===== src/rtl/smart_toilet_dispense_ctrl.sv =====
// Inlet dosing sequencer: staggered valve pulses, settle wait, sample strobe, done.
// All outputs are registered. Cycle 0 is the cycle after start is sampled. Start is ignored while busy.
module smart_toilet_dispense_ctrl #(
  parameter int CW = 16
) (
  input  logic          clk_i,
  input  logic          rst_i,
  input  logic          start_i,
  input  logic          abort_i,
  input  logic [CW-1:0] d1_i,
  input  logic [CW-1:0] d2_i,
  input  logic [CW-1:0] d3_i,
  input  logic [CW-1:0] pulse_len_i,
  input  logic [CW-1:0] settle_len_i,
  output logic          valve1_o,
  output logic          valve2_o,
  output logic          valve3_o,
  output logic          busy_o,
  output logic          sample_strobe_o,
  output logic          done_o,
  output logic          aborted_o,
  output logic          err_o
);

  localparam int TW = CW + 1;
  localparam logic [TW-1:0] T_ONE = TW'(1);
  localparam logic [CW-1:0] C_ONE = CW'(1);

  typedef enum logic [2:0] {IDLE, DOSE, SETTLE, SAMPLE, FINISH} state_t;

  state_t        state_q;
  logic          rst_sync_q;
  logic [CW-1:0] d1_q, d2_q, d3_q, pulse_q, settle_q, s_q;
  logic [TW-1:0] end_q, t_q;
  logic          valve1_q, valve2_q, valve3_q, busy_q;
  logic          sample_q, done_q, aborted_q, err_q;

  logic [TW-1:0] t_d, end_d;
  logic [CW-1:0] dmax;

  // Window test in CW+1 bits so d + pulse_len never wraps.
  function automatic logic in_win(input logic [TW-1:0] t, input logic [CW-1:0] d,
                                  input logic [CW-1:0] p);
    logic [TW-1:0] lo, hi;
    lo = {1'b0, d};
    hi = {1'b0, d} + {1'b0, p};
    return (lo <= t) && (t < hi);
  endfunction

  always_comb begin
    dmax = d1_i;
    if (d2_i > dmax) dmax = d2_i;
    if (d3_i > dmax) dmax = d3_i;
    end_d = {1'b0, dmax} + {1'b0, pulse_len_i};
    t_d   = t_q + T_ONE;
  end

  // Reset deassertion is delayed one edge so the FSM leaves reset cleanly.
  always_ff @(posedge clk_i or posedge rst_i) begin
    if (rst_i) rst_sync_q <= 1'b1;
    else       rst_sync_q <= 1'b0;
  end

  always_ff @(posedge clk_i or posedge rst_i) begin
    if (rst_i) begin
      state_q   <= IDLE;
      d1_q      <= '0;
      d2_q      <= '0;
      d3_q      <= '0;
      pulse_q   <= '0;
      settle_q  <= '0;
      s_q       <= '0;
      end_q     <= '0;
      t_q       <= '0;
      valve1_q  <= 1'b0;
      valve2_q  <= 1'b0;
      valve3_q  <= 1'b0;
      busy_q    <= 1'b0;
      sample_q  <= 1'b0;
      done_q    <= 1'b0;
      aborted_q <= 1'b0;
      err_q     <= 1'b0;
    end else if (!rst_sync_q) begin
      sample_q  <= 1'b0;
      done_q    <= 1'b0;
      aborted_q <= 1'b0;
      err_q     <= 1'b0;
      case (state_q)
        // FINISH behaves as idle for start so a back-to-back run begins at its closing edge.
        IDLE, FINISH: begin
          state_q <= IDLE;
          if (start_i) begin
            if (pulse_len_i == '0) begin
              err_q <= 1'b1;
            end else begin
              d1_q     <= d1_i;
              d2_q     <= d2_i;
              d3_q     <= d3_i;
              pulse_q  <= pulse_len_i;
              settle_q <= settle_len_i;
              end_q    <= end_d;
              t_q      <= '0;
              busy_q   <= 1'b1;
              valve1_q <= in_win('0, d1_i, pulse_len_i);
              valve2_q <= in_win('0, d2_i, pulse_len_i);
              valve3_q <= in_win('0, d3_i, pulse_len_i);
              state_q  <= DOSE;
            end
          end
        end
        DOSE, SETTLE, SAMPLE: begin
          if (abort_i) begin
            state_q   <= IDLE;
            valve1_q  <= 1'b0;
            valve2_q  <= 1'b0;
            valve3_q  <= 1'b0;
            busy_q    <= 1'b0;
            aborted_q <= 1'b1;
          end else begin
            case (state_q)
              DOSE: begin
                if (t_q == end_q - T_ONE) begin
                  valve1_q <= 1'b0;
                  valve2_q <= 1'b0;
                  valve3_q <= 1'b0;
                  s_q      <= '0;
                  if (settle_q == '0) begin
                    state_q  <= SAMPLE;
                    sample_q <= 1'b1;
                  end else begin
                    state_q <= SETTLE;
                  end
                end else begin
                  t_q      <= t_d;
                  valve1_q <= in_win(t_d, d1_q, pulse_q);
                  valve2_q <= in_win(t_d, d2_q, pulse_q);
                  valve3_q <= in_win(t_d, d3_q, pulse_q);
                end
              end
              SETTLE: begin
                if (s_q == settle_q - C_ONE) begin
                  state_q  <= SAMPLE;
                  sample_q <= 1'b1;
                end else begin
                  s_q <= s_q + C_ONE;
                end
              end
              default: begin
                state_q <= FINISH;
                busy_q  <= 1'b0;
                done_q  <= 1'b1;
              end
            endcase
          end
        end
        default: state_q <= IDLE;
      endcase
    end
  end

  assign valve1_o        = valve1_q;
  assign valve2_o        = valve2_q;
  assign valve3_o        = valve3_q;
  assign busy_o          = busy_q;
  assign sample_strobe_o = sample_q;
  assign done_o          = done_q;
  assign aborted_o       = aborted_q;
  assign err_o           = err_q;

endmodule

===== config.mk =====
export PLATFORM = sky130hd
export DESIGN_NAME = smart_toilet_dispense_ctrl
export DESIGN_NICKNAME = d
export VERILOG_FILES = /design/src/rtl/smart_toilet_dispense_ctrl.sv
export SDC_FILE = /design/constraint.sdc
export NUM_CORES = 1
export LEC_CHECK = 0
export CAP_MARGIN = 20
export CORE_MARGIN = 1.5
export CORE_UTILIZATION = 50
export CTS_BUF_LIST = sky130_fd_sc_hd__clkbuf_4 sky130_fd_sc_hd__clkbuf_8
export DETAILED_ROUTE_END_ITERATION = 8
export PLACE_DENSITY = 0.69
export SYNTH_ARGS = -nofsm -noshare
export SYNTH_HDL_FRONTEND = slang
export SYNTH_SLANG_ARGS = --single-unit

===== constraint.sdc =====
create_clock -name clk_i -period 9.4 [get_ports clk_i]
set_input_delay 2.82 -clock clk_i [delete_from_list [all_inputs] [get_ports clk_i]]
set_output_delay 2.82 -clock clk_i [all_outputs]
set_load 0.01 [all_outputs]

======== Yosys cells after proc, flatten, opt, wreduce, memory -nomap -nowiden ========
Cells that the tools add are included.
operators by class
  add/sub/neg operators ................... 11
  magnitude comparators ................... 14
  equal/unequal tests ..................... 17
  mux-type cells .......................... 56
  bitwise gates (word level) .............. 3
  reduce and logical (&&, ||, !) cells .... 20
operator list
  kind                   number
  $add 16x16->17         7
  $mux 17                5
  $mux 16                4
  $le 16x17->1           3
  $lt 1x17->1 const A    3
  $lt 17x17->1           3
  $le 16x1->1 const B    3
  $mux 1                 35
  $pmux 17 s2            1
  $gt 16x16->1           2
  $logic_not 16->1       2
  $pmux 16 s2            1
  $add 17x1->17 const B  1
  $eq 17x17->1           1
  $sub 17x1->17 const B  1
  $add 16x1->16 const B  1
  $eq 16x16->1           1
  $sub 16x1->16 const B  1
  $ne 2x2->1 const B     7
  $pmux 3 s2             2
  $pmux 1 s2             5
  $reduce_and 5->1       2
  $mux 3                 3
  $ne 4x4->1 const B     2
  other kinds (14)       25
word-level totals
  register bits ........................... 142
  input bits .............................. 84
  output and inout port bits .............. 8
  logic and storage cells ................. 139

======== Depth between registers and ports, before layout ========
  depth after elaboration ................. 7
  mapped depth ............................ 34
  gate-level depth less buffers ........... 33

======== Worst setup path before layout ========
Ideal clock, no wire load.
  path type ............................... input-to-reg
  start point ............................. in d1_i[1]
  end point ............................... reg end_q[14]
  setup time .............................. 0.134 ns
  data arrival time ....................... 8.839 ns
  required time ........................... 9.266 ns
  slack ................................... 0.426 ns
  stages on the path ...................... 32
  path buffers ............................ 3
  cell sequence ........................... inv_1 ha_1 nor2b_1 o21a_1 o21a_1 o21ai_0 a211oi_1 o31ai_1 a21oi_1 clkbuf_1 mux2i_1 ha_1 o21ai_0 nand2b_1 a21oi_1 o21ai_0 nand3_1 a21oi_1 o32a_1 clkbuf_1 buf_1 mux2i_1 ha_1 nor2b_1 o21ai_0 nand2b_1 a21oi_1 o21ai_0 a221o_1 o41ai_1 xor2_1 o21ai_0
between the ends
  word-level cells in the longest chain between the ends .. 5
ends and longest elaborated chain
  item                  line  text
  from (decl)           10    input logic [CW-1:0] d1_i,
  $gt 16x16->1          52    if (d2_i > dmax) dmax = d2_i;
  $mux 16 (*)           52
  $gt 16x16->1          53    if (d3_i > dmax) dmax = d3_i;
  $mux 16 (*)           53
  $add 16x16->17 (*)    54    end_d = {1'b0, dmax} + {1'b0, pulse_len_i};
  to (signal assigned)  101   end_q <= end_d;
  to (decl)             34    logic [TW-1:0] end_q, t_q;
Every way passes the cells marked *; elsewhere a longest branch is shown, timed or not.
A chain may end at the register's enable or synchronous reset.

======== Worst setup path in the final report ========
Ends and elaborated chain as after synthesis.

==> metrics.md <==
| Metric | Value |
|---|---|
| Outcome | `finished, final reports clean` |
| Initial Util | `0.5125` |
| Cell Count, Final, Fillers Out | `2,444` |
| Largest net degree at the start of global routing | `82` |
| Vias in the first global route | `14,970` |
| Num ports | `92` |
| Slowest CP cell | `clkdlybuf4s50_1` |
| RR Endpoint | `valve3_o` |
| # H-tree levels | `4` |
| CTS tree | `yes` |
| Area share of and/or/nand/nor cells after synthesis | `0.2237` |
| PwrDens | `264.6 nW/µm²` |
| Row count | `64` |
| First-pass GRT wire length | `82.77 mm` |
| FF+latch area | `3555 µm²` |
| HP Class | `register to register` |
| Mapped Nets | `2,281` |
| Vias per cell | `6.298` |
| Reg2reg setup slack | `4.37 ns` |
| Seq cells post-synth | `roughly 140` |
| Share of layout cells above drive strength 1 | `0.06006` |
| Complex-gate fraction of the synthesized area | `0.2061` |
| Ranking of synthesized cells by area | `dfrtp_1, ha_1, nand2_1` |
| Worst setup SP type | `input pin` |
| Overflow after GRT | `0` |
| CTS root buffer | `clkbuf_8` |
| Critical path data required time | `9.72 ns` |
| Leakage power | `8.221 nW` |
| Kind of end point of the critical path | `register` |
| Avg WL per Cell | `around 22 µm` |
| Final Routed Wirelength | `53.02 mm` |
| Area Growth Syn to Fin | `11.60%` |
| Initial antenna violation count | `0` |
| Arr. time, crit path | `9.16 ns` |
| Nets@finish | `2,371` |
| Routed vias | `15,390` |
| Fin area | `around 18,000 µm²` |
| Antenna Cells | `0` |
| Synth Area in Adders | `0.2029` |
| Hold Crit Depth | `2` |
| Mux share of post-synthesis cell area | `0.03081` |
| Post-synthesis xor/xnor area fraction | `0.06874` |
| Clk pin slew, worst setup/hold paths | `0.08 ns` |
| Fmax achieved | `113.1 MHz` |
| R2R depth | `15` |
| Post-synth top area share | `0.2233` |
| Placed Instances | `2,408` |
| Max-slew headroom | `0.3438` |
| Setup TNS | `0 ns` |
| Commonest non-fill, non-tap cell in the layout | `nand2_1` |
| Core Region | `30,830 µm²` |
| WHS Endpoint | `err_o` |
| Worst Path Max Fanout | `16` |
| Global-route total usage across every layer | `0.3267` |
| Number of buffers and inverters on the critical path | `4` |
| DR DRC count | `0` |
| Largest family of logic cells by synthesized area | `simple AND/OR/NAND/NOR gates` |
| Final period util | `0.9402` |
| Synthesized area per cell | `approximately 8 µm²` |
| Worst-Margin Slew | `0.9773 ns` |
| Ys flop type | `dfrtp_1` |
| Width of the die | `180.8 µm` |
| Type of the worst setup path | `input pin to register` |
| Post-synth EDFFs | `0` |
| Synth unique cells | `just over 90` |
| Power, Total | `4.665 mW` |
| HPWL after DPL | `42.39 mm` |
| I/O Buffers | `91` |
| Fill count | `2,875` |
| Ys async rst share | `1.000` |
| CP most frequent cell | `o21ai_0` |
| Area occupied by multi-input gates | `around 12,000 µm²` |
| Fin crit period | `a little under 9 ns` |
| Clock skew | `roughly 0.014 ns` |
| Final ANT Viol Nets | `0` |
| Total die area | `roughly 33,000 µm²` |
| Placer congestion estimate | `1.060` |
| Most frequent cells in the layout | `nand2_1, ha_1, dfrtp_1` |
| Largest stage delay on the critical path | `approximately 0.51 ns` |
| Hold Crit Start | `err_o` |
| Iteration-0 DRC Markers | `roughly 1,300` |
| RSZ-0062 raised after global routing | `false` |
| Placed cell area | `17,190 µm²` |
| Reg-to-Reg Start | `t_q[0]` |
| VDD IR max | `0.1095 mV` |
| Max-slew violation count | `0` |
| YS warnings | `0` |
| Die H | `180.8 µm` |
| Worst path top cell family by delay | `compound AO/OA/AOI/OAI gates` |
| MaxCap Viol Count | `0` |
| Hold Violations, Final | `0` |
| Clk_lat worst skew | `0.47 ns` |
| Number of buffers created by CTS | `17` |
| Cells after Synth | `1,945` |
| Final setup fails | `0` |
| Max Root-Sink Buffers | `2` |
| Clock sink count | `142` |
| Seq/Total Area, Yosys | `0.2250` |
| First-pass DRT Iterations | `6` |
| Netlist Area Pre-Place | `15,800 µm²` |
| Area leader, netlist | `dfrtp_1` |
tightest hold or removal path: cells and delay by family (launching register included):
kind | cells | cell delay (ns)
flip-flops | 1 | 0.36
AO/OA/AOI/OAI | 1 | 0.06
AND/OR/NAND/NOR | 1 | 0.05
repair_timing:
item	in CTS	in global routing
buffers inserted	0	4
resized for setup	0	1
setup endpoints to repair	0	3
hold buffers	0	0
per-stage QoR:
| step | hold WS, ns | setup WS, ns | util |
|---|---|---|---|
| final | 0.5016 | 0.5619 | 0.5719 |
| after global routing | 0.5174 | 0.05230 | 0.5719 |
| after CTS | 0.5075 | 0.4747 | 0.5707 |
| after detailed placement | 0.4884 | -0.03827 | 0.5575 |
| after global placement | 0.4786 | 0.1755 | 0.5571 |
| after floorplan | 0.4809 | 0.4264 | - |
how the worst max path moves through the flow:
stage,from,endpoint,slack [ns],cells after the start
2_1_floorplan,d1_i[1],end_q[14],0.43,32
3_3_place_gp,d1_i[1],end_q[14],0.18,33
3_5_place_dp,d1_i[1],end_q[14],-0.04,33
4_1_cts,d1_i[1],end_q[14],0.47,33
5_1_grt,d1_i[1],end_q[14],0.05,33
6_report,d1_i[1],end_q[14],0.56,33
power breakdown:
part,internal (mW),switching (mW)
clock network,0.244,0.272
registers,0.826,0.383
logic,1.26,1.68
cells in the mapped netlist, drive strengths merged (14+ instances only):
master	number
xnor2	62
nand2	295
nor3	49
xor2	62
nor4	33
nor2b	27
o21ai	134
nand3	56
nand4	44
dfrtp	141
ha	245
inv	99
nand2b	30
a31oi	20
clkbuf	46
a211oi	21
mux2i	43
a21oi	130
o21a	14
o31ai	23
a21o	45
nor2	95
o211ai	24
and3	21
cell families after synthesis:
group / after synthesis
AO/OA/AOI/OAI: 505
XOR/XNOR: 124
adder cells (fa/ha/maj): 252
buffers and inverters: 157
flip-flops: 142
multiplexers: 48
other: 1
AND/OR/NAND/NOR: 716
per-layer routing:
layer | GRT usage | vias to the layer above | part of all wire
li1 | - | 7342 | -
met2 | 0.5393 | 632 | 0.45
met4 | 0.1533 | 0 | 0.048
met1 | 0.4225 | 7302 | 0.43
met5 | 0 | - | 0
met3 | 0.04535 | 116 | 0.073
layout make-up:
type | instances | area share
clock buffer | 17 | 0.01327
clock inverter | 15 | 0.009793
inverter | 99 | 0.02136
multi-input combinational | 1646 | 0.6578
sequential | 142 | 0.2016
tap | 396 | 0.02810
timing repair buffer | 129 | 0.06805
registers in the layout (all words and copies together), names as in the netlist, 3 cells and up:
signal and count:
t_q 17, state_q 3, d2_q 16, settle_q 16
s_q 16, end_q 17, pulse_q 16, d1_q 16
d3_q 16
No activity file was read; power rests on OpenSTA's default activity.
